**config.mk**
```make
export PLATFORM = sky130hd
export DESIGN_NAME = pipelined_control_unit
export DESIGN_NICKNAME = d
export VERILOG_FILES = /design/src/rtl/pipelined_control_unit.sv
export SDC_FILE = /design/constraint.sdc
export NUM_CORES = 1
export LEC_CHECK = 0
export CAP_MARGIN = 5
export CORE_MARGIN = 2
export CORE_UTILIZATION = 47
export DETAILED_ROUTE_END_ITERATION = 7
export PLACE_DENSITY = 0.77
export SYNTH_ARGS = -nofsm -noshare
export SYNTH_HDL_FRONTEND = slang
export SYNTH_SLANG_ARGS = --single-unit
```
**constraint.sdc**
```tcl
create_clock -name clk -period 2.3 [get_ports clk]
set_input_delay 0.23 -clock clk [delete_from_list [all_inputs] [get_ports clk]]
set_output_delay 0.23 -clock clk [all_outputs]
set_load 0.02 [all_outputs]
```
**src/rtl/pipelined_control_unit.sv**
```systemverilog
// Main control decoder plus the ID/EX, EX/MEM and MEM/WB control registers.
// Also detects load-use hazards and inserts bubbles into ID/EX.
module pipelined_control_unit #(
    parameter int REG_W      = 5,
    parameter int IMM_OPS_EN = 1,
    parameter int ALUOP_W    = 2
) (
    input  logic               clk,
    input  logic               rst_n,
    input  logic [5:0]         id_opcode,
    input  logic [REG_W-1:0]   id_rs,
    input  logic [REG_W-1:0]   id_rt,
    input  logic [REG_W-1:0]   id_rd,
    input  logic               flush,
    output logic               de_branch,
    output logic               de_bne,
    output logic               stall,
    output logic               ex_regdst,
    output logic               ex_alusrc,
    output logic [ALUOP_W-1:0] ex_aluop,
    output logic               mem_read,
    output logic               mem_write,
    output logic               wb_regwrite,
    output logic               wb_memtoreg,
    output logic [REG_W-1:0]   wb_dst,
    output logic               ex_illegal
);

    localparam logic [5:0] OP_R    = 6'b000000;
    localparam logic [5:0] OP_LW   = 6'b100011;
    localparam logic [5:0] OP_SW   = 6'b101011;
    localparam logic [5:0] OP_BEQ  = 6'b000100;
    localparam logic [5:0] OP_BNE  = 6'b000101;
    localparam logic [5:0] OP_ADDI = 6'b001000;
    localparam logic [5:0] OP_ANDI = 6'b001100;
    localparam logic [5:0] OP_SLTI = 6'b001010;
    localparam logic [5:0] OP_ORI  = 6'b001101;
    localparam logic [5:0] OP_XORI = 6'b001110;

    localparam logic [ALUOP_W-1:0] AOP_BR = ALUOP_W'(1);
    localparam logic [ALUOP_W-1:0] AOP_R  = ALUOP_W'(2);
    localparam logic [ALUOP_W-1:0] AOP_I  = ALUOP_W'(3);

    typedef struct packed {
        logic               regdst;
        logic               alusrc;
        logic [ALUOP_W-1:0] aluop;
        logic               memread;
        logic               memwrite;
        logic               regwrite;
        logic               memtoreg;
        logic               illegal;
        logic [REG_W-1:0]   dst;
        logic [REG_W-1:0]   rt;
    } id_ex_t;

    typedef struct packed {
        logic             memread;
        logic             memwrite;
        logic             regwrite;
        logic             memtoreg;
        logic [REG_W-1:0] dst;
    } ex_mem_t;

    typedef struct packed {
        logic             regwrite;
        logic             memtoreg;
        logic [REG_W-1:0] dst;
    } mem_wb_t;

    id_ex_t  dec;
    id_ex_t  idex;
    ex_mem_t exmem;
    mem_wb_t memwb;

    logic is_r, is_lw, is_sw, is_beq, is_bne, is_imm;
    logic dec_branch, dec_bne, uses_rt;
    logic hazard, bubble;

    assign is_r   = (id_opcode == OP_R);
    assign is_lw  = (id_opcode == OP_LW);
    assign is_sw  = (id_opcode == OP_SW);
    assign is_beq = (id_opcode == OP_BEQ);
    assign is_bne = (id_opcode == OP_BNE);
    assign is_imm = (IMM_OPS_EN != 0) &&
                    (id_opcode == OP_ADDI || id_opcode == OP_ANDI ||
                     id_opcode == OP_SLTI || id_opcode == OP_ORI  ||
                     id_opcode == OP_XORI);

    always_comb begin
        dec        = '0;
        dec_branch = 1'b0;
        dec_bne    = 1'b0;
        uses_rt    = 1'b0;
        unique case (1'b1)
            is_r: begin
                dec.regdst   = 1'b1;
                dec.aluop    = AOP_R;
                dec.regwrite = 1'b1;
                uses_rt      = 1'b1;
            end
            is_lw: begin
                dec.alusrc   = 1'b1;
                dec.memread  = 1'b1;
                dec.regwrite = 1'b1;
                dec.memtoreg = 1'b1;
            end
            is_sw: begin
                dec.alusrc   = 1'b1;
                dec.memwrite = 1'b1;
                uses_rt      = 1'b1;
            end
            is_beq: begin
                dec.aluop  = AOP_BR;
                dec_branch = 1'b1;
                uses_rt    = 1'b1;
            end
            is_bne: begin
                dec.aluop  = AOP_BR;
                dec_branch = 1'b1;
                dec_bne    = 1'b1;
                uses_rt    = 1'b1;
            end
            is_imm: begin
                dec.alusrc   = 1'b1;
                dec.aluop    = AOP_I;
                dec.regwrite = 1'b1;
            end
            default: dec.illegal = 1'b1;
        endcase
        dec.dst = dec.regdst ? id_rd : id_rt;
        dec.rt  = id_rt;
    end

    // A bubble in ID/EX has memread clear, so it can never raise a hazard.
    assign hazard = idex.memread && (idex.rt != '0) &&
                    ((idex.rt == id_rs) || (uses_rt && (idex.rt == id_rt)));

    // Flush wins: the squashed instruction must not be held in IF/ID.
    assign stall     = rst_n && hazard && !flush;
    assign bubble    = hazard || flush;
    assign de_branch = dec_branch && !stall;
    assign de_bne    = dec_bne && !stall;

    always_ff @(posedge clk or negedge rst_n) begin
        if (!rst_n) begin
            idex  <= '0;
            exmem <= '0;
            memwb <= '0;
        end else begin
            idex           <= bubble ? '0 : dec;
            exmem.memread  <= idex.memread;
            exmem.memwrite <= idex.memwrite;
            exmem.regwrite <= idex.regwrite;
            exmem.memtoreg <= idex.memtoreg;
            exmem.dst      <= idex.dst;
            memwb.regwrite <= exmem.regwrite;
            memwb.memtoreg <= exmem.memtoreg;
            memwb.dst      <= exmem.dst;
        end
    end

    assign ex_regdst   = idex.regdst;
    assign ex_alusrc   = idex.alusrc;
    assign ex_aluop    = idex.aluop;
    assign ex_illegal  = idex.illegal;
    assign mem_read    = exmem.memread;
    assign mem_write   = exmem.memwrite;
    assign wb_regwrite = memwb.regwrite;
    assign wb_memtoreg = memwb.memtoreg;
    assign wb_dst      = memwb.dst;

endmodule

```
==> out/qor.csv <==
metric;value;unit
nets;203;
Reg clk slew, reported paths;0.10;ns
clock tree buffer depth;2;
Ports;41;
synthesized area per cell;14.0;sq um
Root Buffer;clkbuf_4;
Post-Syn Instances;105;
dominant synthesized flop cell;dfrtp_1;
total congestion overflow;0;
most numerous cell in the Yosys netlist;dfrtp_1;
CP max FO;3;
total track usage;20.3;%
Psw;0.294;mW
Filler Cell Count;203;
Max IR drop VDD;289;uV
drt initial violations;20;
post-DR wirelength/cell;14.0;microns
Sink Count;33;
Tcrit/Tclk final;101;%
core region area;3030;sq um
Power Density;558;nW/um^2
MaxCap Viol Count;0;
Distinct cells, synth;30;
Chip Width;60.0;microns
post-synthesis simple-gate area fraction;25.0;%
sequential power share;48.2;%
Syn Nets;129;
Initial Utilization;48.7;%
# diodes;0;
status;complete, but fails checks;
HPWL Detailed;2.43;mm
Vias/cell;4.92;
gp weighted congestion;0.826;
Rel. slew slack;73.8;%
Critical Path End Type;primary output;
antenna-violating nets left;0;
CTS Buf Count;5;
first-pass GRT wire length;5.13;mm
Synth area leader;dfrtp_1;
Hold Path Class;flip-flop to flip-flop;
fmax;0.433;GHz
initial antenna violation count;0;
sequential element share of the synthesized area;56.0;%
setup violators final;1;
vias in the first global route;1113;
clock period minus worst slack;2.31;ns
Chip Height;60.0;microns
P_int;0.978;mW
mux cell area share after synthesis;3.39;%
pin count of the biggest net entering global routing;34;
H-tree levels;2;
register bit count reported by yosys;33;
Hold-fix buffers, CTS;0;
Arr. time, crit path;2.08;ns
Worst EP required;2.07;ns
slew of the pin with the lowest slew margin;0.392;ns
unrepaired setup endpoints after global routing;yes;
fin worst setup slack;-0.0120;ns
WS Path Type;flip-flop to primary output;
synthesized area;1480;sq um
yosys warns;0;
Clock Skew;0.0131;ns
Area contributors post-synth;dfrtp_1 (56%), nor3_2 (7.5%), xnor2_1 (5.9%), nor3b_2 (4.2%), mux2i_1 (3.4%);
Post-Synth Adder-Cell Area;0;%
Hold WS;0.354;ns
synth-to-layout area growth;54.4;%
port bufs;40;
Clk pwr share;35.2;%
number of synthesized flops with an enable pin;0;
Rows;20;
violated checks;negative setup slack;
Die ar.;3600;sq um
drt pass-1 iters;4;
# DRC;0;
top post-synthesis cells by count;dfrtp_1 (33), nor3_2 (11), xnor2_1 (10), mux2i_1 (5), nor3b_2 (5);
Synth Area in Compound Gates;6.36;%
clk_lat worst skew;0.33;ns
drt total wl;3.13;mm
Final Slew Violations;0;
area share of the largest cell type after synthesis;56.0;%
crit path launch type;flip-flop;
layout cells sized above 1;40.0;%
Hold Vio Cnt, Final;0;
via count;1102;
largest family of logic cells by synthesized area;simple AND/OR/NAND/NOR gates;
switching share of power;23.1;%
Gate power share;16.6;%
XOR/XNOR share of the synthesized area;5.94;%
CTS tree;built;
asr flop ratio synth;100;%
leak pwr;0.993;nW
Place WS;-0.239;ns
power groups by stage:
stage / clock network, mW / registers [mW] / logic [mW]
after floorplan: 0 / 0.633 / 0.0682
after global placement: 0 / 0.622 / 0.194
after detailed placement: 0 / 0.625 / 0.201
after CTS: 0.461 / 0.613 / 0.205
after global routing: 0.483 / 0.615 / 0.226
final: 0.448 / 0.613 / 0.211
registers in the layout (all words and copies together) (netlist names):
name         count
ex_aluop         2
ex_alusrc        1
ex_illegal       1
ex_regdst        1
exmem            6
idex            13
mem_read         1
mem_write        1
wb_dst           5
wb_memtoreg      1
wb_regwrite      1
timing repair:
item / 4_1_cts / 5_1_grt
setup endpoints to repair: 3 / 3
resized for setup: 21 / 5
buffers inserted: 1 / 1
pin swaps: 3 / 5
per-stage QoR:
stage / setup TNS, ns / cells / instance area (sq um) / utilization (%) / power (mW)
floorplan: 0 / 105 / 1480 / - / 0.701
global placement: -0.360 / 215 / 2130 / 70.4 / 0.816
detailed placement: -0.638 / 215 / 2130 / 70.4 / 0.825
CTS: -0.0787 / 223 / 2240 / 74.0 / 1.28
global route: -0.158 / 224 / 2280 / 75.2 / 1.32
finish: -0.0120 / 224 / 2280 / 75.2 / 1.27
worst paths after layout:
path / from / to / slack, ns / cells past startpoint
worst min-delay path: idex[13] / mem_write / 0.35 / 0
worst max-delay path: idex[1] / de_branch / -0.01 / 5
worst max register to register: idex[1] / idex[12] / 0.30 / 6
worst min register to register: idex[13] / mem_write / 0.35 / 0
min in group asynchronous: rst_n / idex[5] / 0.44 / 2
max in group asynchronous: rst_n / wb_dst[1] / 1.57 / 2
cell type report:
class	count	area [sq um]	area share, %
Sequential cell	33	826	36.3
Inverter	3	11.3	0.495
Tap cell	44	55.1	2.42
Multi-Input combinational cell	65	661	29.0
Clock buffer	7	55.1	2.42
Clock inverter	1	30.0	1.32
Timing Repair Buffer	71	639	28.1
logic make-up after synthesis:
family,after synthesis
simple gates,44
flops,33
xor+xnor,10
buf+inv,7
compound gates,6
mux,5
placed cells by master (no fill, tap or decap), types with 2 or more instances in the layout:
cell	count
clkdlybuf4s50_1	37
dfrtp_1	33
buf_4	31
nor3_2	11
xnor2_1	9
mux2i_1	5
nor3b_2	5
clkbuf_4	5
nand2_1	4
inv_1	3
nand2b_1	3
nor2_1	3
or4_4	2
nand4_1	2
nor3_1	2
nor4_4	2
metal layers:
metal  wire, microns  vias to the layer above  track usage [%]
met3             157                        8             6.06
li1                -                      520                -
met5               0                        -                0
met2            1710                       37             35.6
met1            1190                      537             22.1
met4              68                        0             9.84
critical path: stages, from the launching register on:
cell and delay (ns):
dfrtp_1 0.40, or4_4 0.56, o2111ai_4 0.27, nor3b_4 0.09, nor4_2 0.25, buf_4 0.19
(Power assumes the default switching activity.)
